$ cat config.mk
export PLATFORM = sky130hd
export DESIGN_NAME = decode_stage_flat
export DESIGN_NICKNAME = d
export VERILOG_FILES = /design/src/rtl/decode_stage_if.sv /design/src/rtl/decode_stage.sv /design/src/flat_wrapper.sv
export SDC_FILE = /design/constraint.sdc
export NUM_CORES = 1
export LEC_CHECK = 0
export ABC_AREA = 1
export CORE_AREA = 2 2 119 167
export CTS_CLUSTER_DIAMETER = 200
export CTS_CLUSTER_SIZE = 14
export DETAILED_ROUTE_END_ITERATION = 6
export DIE_AREA = 0 0 121 169
export PLACE_DENSITY_LB_ADDON = 0.3
export SYNTH_ARGS = -nofsm -noshare
export SYNTH_HDL_FRONTEND = slang
export SYNTH_SLANG_ARGS = --single-unit
$ cat constraint.sdc
create_clock -name clock -period 1.5 [get_ports clock]
set_input_delay 0.45 -clock clock [delete_from_list [all_inputs] [get_ports clock]]
set_output_delay 0.45 -clock clock [all_outputs]
set_load 0.02 [all_outputs]
$ cat src/rtl/decode_stage_if.sv
// decode_stage_if: fetch-side handshake, flush and decoded execute-side bundle of decode_stage
interface decode_stage_if #(parameter int XLEN = 32);
    logic            flush;
    logic            in_valid;
    logic            in_ready;
    logic [31:0]     in_instr;
    logic [XLEN-1:0] in_pc;
    logic            out_valid;
    logic            out_ready;
    logic [XLEN-1:0] out_pc;
    logic [4:0]      rs1;
    logic [4:0]      rs2;
    logic [4:0]      rd;
    logic            writeReg;
    logic            writeRam;
    logic            branch;
    logic            jump;
    logic [1:0]      srcASel;
    logic            srcBSel;
    logic [1:0]      wbSel;
    logic [4:0]      aluCode;
    logic [XLEN-1:0] imm;
    logic            illegal;

    modport master (
        output flush, in_valid, in_instr, in_pc, out_ready,
        input  in_ready, out_valid, out_pc, rs1, rs2, rd, writeReg, writeRam, branch, jump,
               srcASel, srcBSel, wbSel, aluCode, imm, illegal
    );

    modport slave (
        input  flush, in_valid, in_instr, in_pc, out_ready,
        output in_ready, out_valid, out_pc, rs1, rs2, rd, writeReg, writeRam, branch, jump,
               srcASel, srcBSel, wbSel, aluCode, imm, illegal
    );
endinterface

$ cat src/rtl/decode_stage.sv
// decode_stage: registered RV32I/RV64I decode with a two-entry skid buffer; DECODE_M_EXT_EN enables M-extension op decode
module decode_stage #(
    parameter int XLEN = 32
) (
    input logic           clock,
    input logic           nReset,
    decode_stage_if.slave bus
);
    localparam logic [4:0] ALU_NOP = 5'b01111;

    typedef struct packed {
        logic [XLEN-1:0] pc;
        logic [4:0]      rs1;
        logic [4:0]      rs2;
        logic [4:0]      rd;
        logic            write_reg;
        logic            write_ram;
        logic            branch;
        logic            jump;
        logic [1:0]      src_a_sel;
        logic            src_b_sel;
        logic [1:0]      wb_sel;
        logic [4:0]      alu_code;
        logic [XLEN-1:0] imm;
        logic            illegal;
    } entry_t;

    localparam entry_t ENTRY_RST = '{alu_code: ALU_NOP, default: '0};

    logic [31:0]     instr;
    logic [4:0]      op;
    logic [2:0]      f3;
    logic [6:0]      f7;
    logic [XLEN-1:0] imm_i, imm_s, imm_b, imm_j, imm_u, imm_sh;
    entry_t          dec, out_q, skid_q;
    logic            bad, out_v, skid_v, accept, free;

    assign instr  = bus.in_instr;
    assign op     = instr[6:2];
    assign f3     = instr[14:12];
    assign f7     = instr[31:25];
    assign imm_i  = XLEN'($signed(instr[31:20]));
    assign imm_s  = XLEN'($signed({instr[31:25], instr[11:7]}));
    assign imm_b  = XLEN'($signed({instr[31], instr[7], instr[30:25], instr[11:8], 1'b0}));
    assign imm_j  = XLEN'($signed({instr[31], instr[19:12], instr[20], instr[30:21], 1'b0}));
    assign imm_u  = XLEN'($signed({instr[31:12], 12'b0}));
    assign imm_sh = (XLEN == 32) ? XLEN'(instr[24:20]) : XLEN'(instr[25:20]);

    // decode the incoming word; illegal encodings keep indices and PC but lose all control
    always_comb begin
        dec     = '0;
        bad     = 1'b0;
        dec.pc  = bus.in_pc;
        dec.rs1 = instr[19:15];
        dec.rs2 = instr[24:20];
        dec.rd  = instr[11:7];
        case (op)
            5'b01101: begin
                dec.write_reg = 1'b1;
                dec.src_a_sel = 2'b10;
                dec.src_b_sel = 1'b1;
                dec.imm       = imm_u;
            end
            5'b00101: begin
                dec.write_reg = 1'b1;
                dec.src_a_sel = 2'b01;
                dec.src_b_sel = 1'b1;
                dec.imm       = imm_u;
            end
            5'b11011: begin
                dec.write_reg = 1'b1;
                dec.jump      = 1'b1;
                dec.src_a_sel = 2'b01;
                dec.src_b_sel = 1'b1;
                dec.wb_sel    = 2'b10;
                dec.imm       = imm_j;
            end
            5'b11001: begin
                dec.write_reg = 1'b1;
                dec.jump      = 1'b1;
                dec.src_b_sel = 1'b1;
                dec.wb_sel    = 2'b10;
                dec.imm       = imm_i;
                bad           = f3 != 3'b000;
            end
            5'b11000: begin
                dec.branch   = 1'b1;
                dec.alu_code = {2'b01, f3};
                dec.imm      = imm_b;
                bad          = f3[2:1] == 2'b01;
            end
            5'b00000: begin
                dec.write_reg = 1'b1;
                dec.src_b_sel = 1'b1;
                dec.wb_sel    = 2'b01;
                dec.imm       = imm_i;
            end
            5'b01000: begin
                dec.write_ram = 1'b1;
                dec.src_b_sel = 1'b1;
                dec.imm       = imm_s;
            end
            5'b00100: begin
                dec.write_reg = 1'b1;
                dec.src_b_sel = 1'b1;
                dec.alu_code  = (f3 == 3'b011) ? 5'b01010 : {1'b0, f3 == 3'b101 && instr[30], f3};
                dec.imm       = (f3[1:0] == 2'b01) ? imm_sh : imm_i;
            end
            5'b01100: begin
                if (f7 == 7'b0000001) begin
`ifdef DECODE_M_EXT_EN
                    dec.write_reg = 1'b1;
                    dec.alu_code  = {2'b10, f3};
`else
                    bad = 1'b1;
`endif
                end else begin
                    dec.write_reg = 1'b1;
                    dec.alu_code  = (f3 == 3'b011) ? 5'b01010 : {1'b0, f7[5], f3};
                end
            end
            default: bad = 1'b1;
        endcase
        if (bad || instr[1:0] != 2'b11) begin
            dec.write_reg = 1'b0;
            dec.write_ram = 1'b0;
            dec.branch    = 1'b0;
            dec.jump      = 1'b0;
            dec.src_a_sel = 2'b00;
            dec.src_b_sel = 1'b0;
            dec.wb_sel    = 2'b00;
            dec.alu_code  = ALU_NOP;
            dec.imm       = '0;
            dec.illegal   = 1'b1;
        end
    end

    // in_ready comes only from registered skid state, so back-pressure never reaches fetch combinationally
    assign bus.in_ready = !skid_v && !bus.flush;
    assign accept       = bus.in_valid && bus.in_ready;
    assign free         = !out_v || bus.out_ready;

    // occupancy: a skid entry always refills the output first; accept is impossible while the skid is full
    always_ff @(posedge clock or negedge nReset) begin
        if (!nReset) begin
            out_v  <= 1'b0;
            skid_v <= 1'b0;
        end else if (bus.flush) begin
            out_v  <= 1'b0;
            skid_v <= 1'b0;
        end else if (free) begin
            out_v  <= skid_v || accept;
            skid_v <= 1'b0;
        end else if (accept) begin
            skid_v <= 1'b1;
        end
    end

    // payload: output register only changes when it is free, keeping held fields stable
    always_ff @(posedge clock or negedge nReset) begin
        if (!nReset) begin
            out_q  <= ENTRY_RST;
            skid_q <= ENTRY_RST;
        end else begin
            if (free && (skid_v || accept))
                out_q <= skid_v ? skid_q : dec;
            if (!free && accept)
                skid_q <= dec;
        end
    end

    assign bus.out_valid = out_v;
    assign bus.out_pc    = out_q.pc;
    assign bus.rs1       = out_q.rs1;
    assign bus.rs2       = out_q.rs2;
    assign bus.rd        = out_q.rd;
    assign bus.writeReg  = out_q.write_reg;
    assign bus.writeRam  = out_q.write_ram;
    assign bus.branch    = out_q.branch;
    assign bus.jump      = out_q.jump;
    assign bus.srcASel   = out_q.src_a_sel;
    assign bus.srcBSel   = out_q.src_b_sel;
    assign bus.wbSel     = out_q.wb_sel;
    assign bus.aluCode   = out_q.alu_code;
    assign bus.imm       = out_q.imm;
    assign bus.illegal   = out_q.illegal;
endmodule

$ cat src/flat_wrapper.sv
// flat-port wrapper written by rule: the top's interface ports become plain ports
module decode_stage_flat 
#(
    parameter int XLEN = 32
)
  (clock, nReset, bus_flush, bus_in_valid, bus_in_instr, bus_in_pc, bus_out_ready, bus_in_ready, bus_out_valid, bus_out_pc, bus_rs1, bus_rs2, bus_rd, bus_writeReg, bus_writeRam, bus_branch, bus_jump, bus_srcASel, bus_srcBSel, bus_wbSel, bus_aluCode, bus_imm, bus_illegal);
  decode_stage_if #(.XLEN(XLEN)) bus_i ();
  input logic clock;
  input logic nReset;
  input wire logic [$bits(bus_i.flush)-1:0] bus_flush;
  input wire logic [$bits(bus_i.in_valid)-1:0] bus_in_valid;
  input wire logic [$bits(bus_i.in_instr)-1:0] bus_in_instr;
  input wire logic [$bits(bus_i.in_pc)-1:0] bus_in_pc;
  input wire logic [$bits(bus_i.out_ready)-1:0] bus_out_ready;
  output wire logic [$bits(bus_i.in_ready)-1:0] bus_in_ready;
  output wire logic [$bits(bus_i.out_valid)-1:0] bus_out_valid;
  output wire logic [$bits(bus_i.out_pc)-1:0] bus_out_pc;
  output wire logic [$bits(bus_i.rs1)-1:0] bus_rs1;
  output wire logic [$bits(bus_i.rs2)-1:0] bus_rs2;
  output wire logic [$bits(bus_i.rd)-1:0] bus_rd;
  output wire logic [$bits(bus_i.writeReg)-1:0] bus_writeReg;
  output wire logic [$bits(bus_i.writeRam)-1:0] bus_writeRam;
  output wire logic [$bits(bus_i.branch)-1:0] bus_branch;
  output wire logic [$bits(bus_i.jump)-1:0] bus_jump;
  output wire logic [$bits(bus_i.srcASel)-1:0] bus_srcASel;
  output wire logic [$bits(bus_i.srcBSel)-1:0] bus_srcBSel;
  output wire logic [$bits(bus_i.wbSel)-1:0] bus_wbSel;
  output wire logic [$bits(bus_i.aluCode)-1:0] bus_aluCode;
  output wire logic [$bits(bus_i.imm)-1:0] bus_imm;
  output wire logic [$bits(bus_i.illegal)-1:0] bus_illegal;
  assign bus_i.flush = bus_flush;
  assign bus_i.in_valid = bus_in_valid;
  assign bus_i.in_instr = bus_in_instr;
  assign bus_i.in_pc = bus_in_pc;
  assign bus_i.out_ready = bus_out_ready;
  assign bus_in_ready = bus_i.in_ready;
  assign bus_out_valid = bus_i.out_valid;
  assign bus_out_pc = bus_i.out_pc;
  assign bus_rs1 = bus_i.rs1;
  assign bus_rs2 = bus_i.rs2;
  assign bus_rd = bus_i.rd;
  assign bus_writeReg = bus_i.writeReg;
  assign bus_writeRam = bus_i.writeRam;
  assign bus_branch = bus_i.branch;
  assign bus_jump = bus_i.jump;
  assign bus_srcASel = bus_i.srcASel;
  assign bus_srcBSel = bus_i.srcBSel;
  assign bus_wbSel = bus_i.wbSel;
  assign bus_aluCode = bus_i.aluCode;
  assign bus_imm = bus_i.imm;
  assign bus_illegal = bus_i.illegal;
  decode_stage #(.XLEN(XLEN)) u_core (.clock(clock), .nReset(nReset), .bus(bus_i));
endmodule
==> results.sh <==
export IMPL_dr_first_iter_drc_count=1351
export IMPL_arrival_ps=2110
export IMPL_final_max_slew_viol_count=0
export IMPL_multi_input_area_um2=4900
export IMPL_power_uw=14100
export IMPL_num_vias=10210
export IMPL_placed_cells=1659
export IMPL_fp_dieW_um=121
export IMPL_clock_sinks=186
export IMPL_cp_end_kind="flop"
export IMPL_synth_seq_area_share_pct=52.1
export IMPL_design_core_area_um2=19000
export IMPL_synth_fp_nets=1285
export IMPL_synth_largest_area_cell="dfrtp_1"
export IMPL_place_hpwl_mm=17.2
export IMPL_maxCapViolations=0
export IMPL_hold_ws_ps=5.20
export IMPL_nNetsFinal=1581
export IMPL_rsz0062_at_grt="yes"
export IMPL_synth_top_cells_by_area="dfrtp_1 50%, nand2_1 23%, nor2_1 7.4%"
export IMPL_h_tree_depth=4
export IMPL_p_leak_uw=0.00761
export IMPL_async_flop_share_pct=100
export IMPL_synthCells=1216
export IMPL_seq_area_um2=4670
export IMPL_worstHoldPathType="in2async"
export IMPL_cts_buffer_depth=2
export IMPL_path_max_fanout=6
export IMPL_io_buffer_count=163
export IMPL_grt_pass1_wl_mm=49.3
export IMPL_nFillCells=1219
export IMPL_worstSetupPathType="reg2reg"
export IMPL_drc=24
export IMPL_status="finished, violations left"
export IMPL_routed_wl_mm=36.4
export IMPL_stdcell_count=1773
export IMPL_period_share_pct=115
export IMPL_cpPeakStageDelay_ps=430
export IMPL_ys_ff_latch=186
export IMPL_clk_pin_slew_ps=70
export IMPL_crit_path_start_kind="flop"
export IMPL_synth_top_area_share_pct=49.7
export IMPL_ios=165
export IMPL_area_growth_pct=59.7
export IMPL_antenna_found_initial=0
export IMPL_place_worst_setup_slack_ps=-1170
export IMPL_avgSynthCellArea_um2=7.37
export IMPL_drive_gt1_share_pct=37.5
export IMPL_ir_worst_vdd_mv=0.898
export IMPL_final_cell_area_um2=14300
export IMPL_setup_violations=183
export IMPL_p_per_area_nw_per_um2=983
export IMPL_cts_made_buffers=17
export IMPL_synth_yosys_warnings=0
export IMPL_placed_cell_area_um2=11700
export IMPL_finalCriticalPeriod_ps=1730
export IMPL_cp_cell_sequence="nor2_4, buf_6, nand2_4, a21oi_4, buf_6, inv_8, buf_6, buf_12, a21oi_2, nand2_1, nand2_2"
export IMPL_gp_congestion=0.911
export IMPL_clkLatencyLatePin_ps=440
export IMPL_cpMostUsedCell="buf_6"
export IMPL_first_global_vias=9353
export IMPL_cts_root_buf="clkbuf_16"
export IMPL_clock_fmax_mhz=578
export IMPL_cp_required_ps=1880
export IMPL_finClkSkew_ps=7.92
export IMPL_start_util_pct=47.2
export IMPL_syn_area_um2=8960
export IMPL_die_area_um2=20400
export IMPL_ctsHoldBuffers=0
export IMPL_synth_cell_type_count=30
export IMPL_rows=60
export IMPL_hold_violations=0
export IMPL_cts_tree="yes"
export IMPL_grt_overflow_total=0
export IMPL_synth_edf_count=0
export IMPL_wl_per_cell_um=20.5
export IMPL_ant_nets=0
export IMPL_grt_max_degree=71
export IMPL_slowest_stage="dfrtp_2"
export IMPL_final_setup_worst_slack_ps=-232
export IMPL_drt_vias_per_instance=5.76
export IMPL_synthFlopType="dfrtp_1"
export IMPL_antenna_cells=0
export IMPL_die_h_um=169
export IMPL_first_pass_iters=7
export IMPL_grt_usage_pct=30.6
export IMPL_violations="DRC, setup timing"
power breakdown:
part | switching [uW] | internal, uW | total (uW) | leakage, uW
clock network | 2200 | 2410 | 4610 | 0.000288
logic | 1960 | 1400 | 3360 | 0.00497
registers | 389 | 5700 | 6090 | 0.00235
what timing repair did:
action	in CTS	in global routing
resized for setup	647	193
gates cloned	20	18
setup endpoints to repair	226	192
pin swaps	54	53
setup buffers	37	19
hold endpoints to repair	0	0
cell type report:
type                    instances  share of cell area [%]
repair buffers                346                    25.0
clock inverters                14                    1.09
flip-flops and latches        186                    32.6
repair inverters                1                  0.0613
multi-input cells             906                    34.3
inverters                      54                    1.73
clock buffers                  18                    3.07
well taps                     248                    2.17
flip-flops by register name, indices dropped and copies added (netlist names), 4 cells and up:
| signal | count |
|---|---|
| u_core.bus.out_pc | 32 |
| u_core.bus.rs1 | 5 |
| u_core.bus.rs2 | 5 |
| u_core.skid_q | 92 |
| u_core.bus.aluCode | 4 |
| u_core.bus.imm | 32 |
| u_core.bus.rd | 5 |
cells in the mapped netlist (2+ instances only):
master and instances:
a21oi_1 9, a31oi_1 51, buf_1 3, buf_2 6, buf_4 2, buf_6 4
clkbuf_1 55, dfrtp_1 178, dfstp_2 8, inv_1 51, inv_2 3, nand2_1 545
nand3_1 26, nand4_1 10, nor2_1 176, nor2_8 2, nor3_1 2, o21ai_0 41
o21ai_1 33
final timing paths:
kind                                          startpoint                          endpoint  slack (ps)  cells after the start
hold / removal                                    nReset  u_core.bus.out_pc[9]$_DFFE_PN0P_           5                      2
setup reg to reg               u_core.skid_v$_DFFE_PN0P_     u_core.bus.branch$_DFFE_PN0P_        -230                     11
max in group asynchronous                         nReset    u_core.bus.imm[20]$_DFFE_PN0P_        1110                      2
setup / recovery               u_core.skid_v$_DFFE_PN0P_     u_core.bus.branch$_DFFE_PN0P_        -230                     11
min in group clock                       bus_in_instr[6]     u_core.skid_q[42]$_DFFE_PN0P_         440                      4
hold reg to reg            u_core.skid_q[72]$_DFFE_PN0P_     u_core.skid_q[72]$_DFFE_PN0P_         470                      2
layer usage:
metal  vias up  wire (um)  GRT usage [%]
met4         0       2810           17.1
met2       752      17500           52.7
li1       4436          -              -
met5         -          0              0
met3       254       3480           6.13
met1      4768      12600           35.4
logic make-up (layout without fill, tap and decap cells):
logic type             count (synthesis)  in the layout  share of synthesized area [%]
other                                  1              1                         0.0419
buffers and inverters                124            433                           5.70
AO/OA/AOI/OAI                        137            137                           8.47
AND/OR/NAND/NOR                      768            768                           33.7
flip-flops                           186            186                           52.1
layout by cell type, fill, tap and decap left out, drive strengths merged, types with 8 or more instances in the layout:
cell type / count
nand3: 28
clkbuf: 37
nor2: 180
a21oi: 10
a31oi: 51
dfrtp: 178
buf: 270
inv: 61
dfstp: 8
nand4: 10
nand2: 547
o21ai: 74
clkdlybuf4s50: 49
per-stage QoR:
stage	utilization (%)	setup TNS (ps)
6_report	75.3	-17920
5_1_grt	75.3	-27060
2_1_floorplan	-	-6340
4_1_cts	70.1	-7530
3_3_place_gp	61.5	-123430
3_5_place_dp	61.5	-129330
critical path: cells and delay by family (launching register included):
| family | cells | cell delay (ps) |
|---|---|---|
| buffers and inverters | 5 | 570 |
| flip-flops | 1 | 430 |
| AND/OR/NAND/NOR | 4 | 360 |
| AO/OA/AOI/OAI | 2 | 280 |
Power figures use the tool's default switching activity.
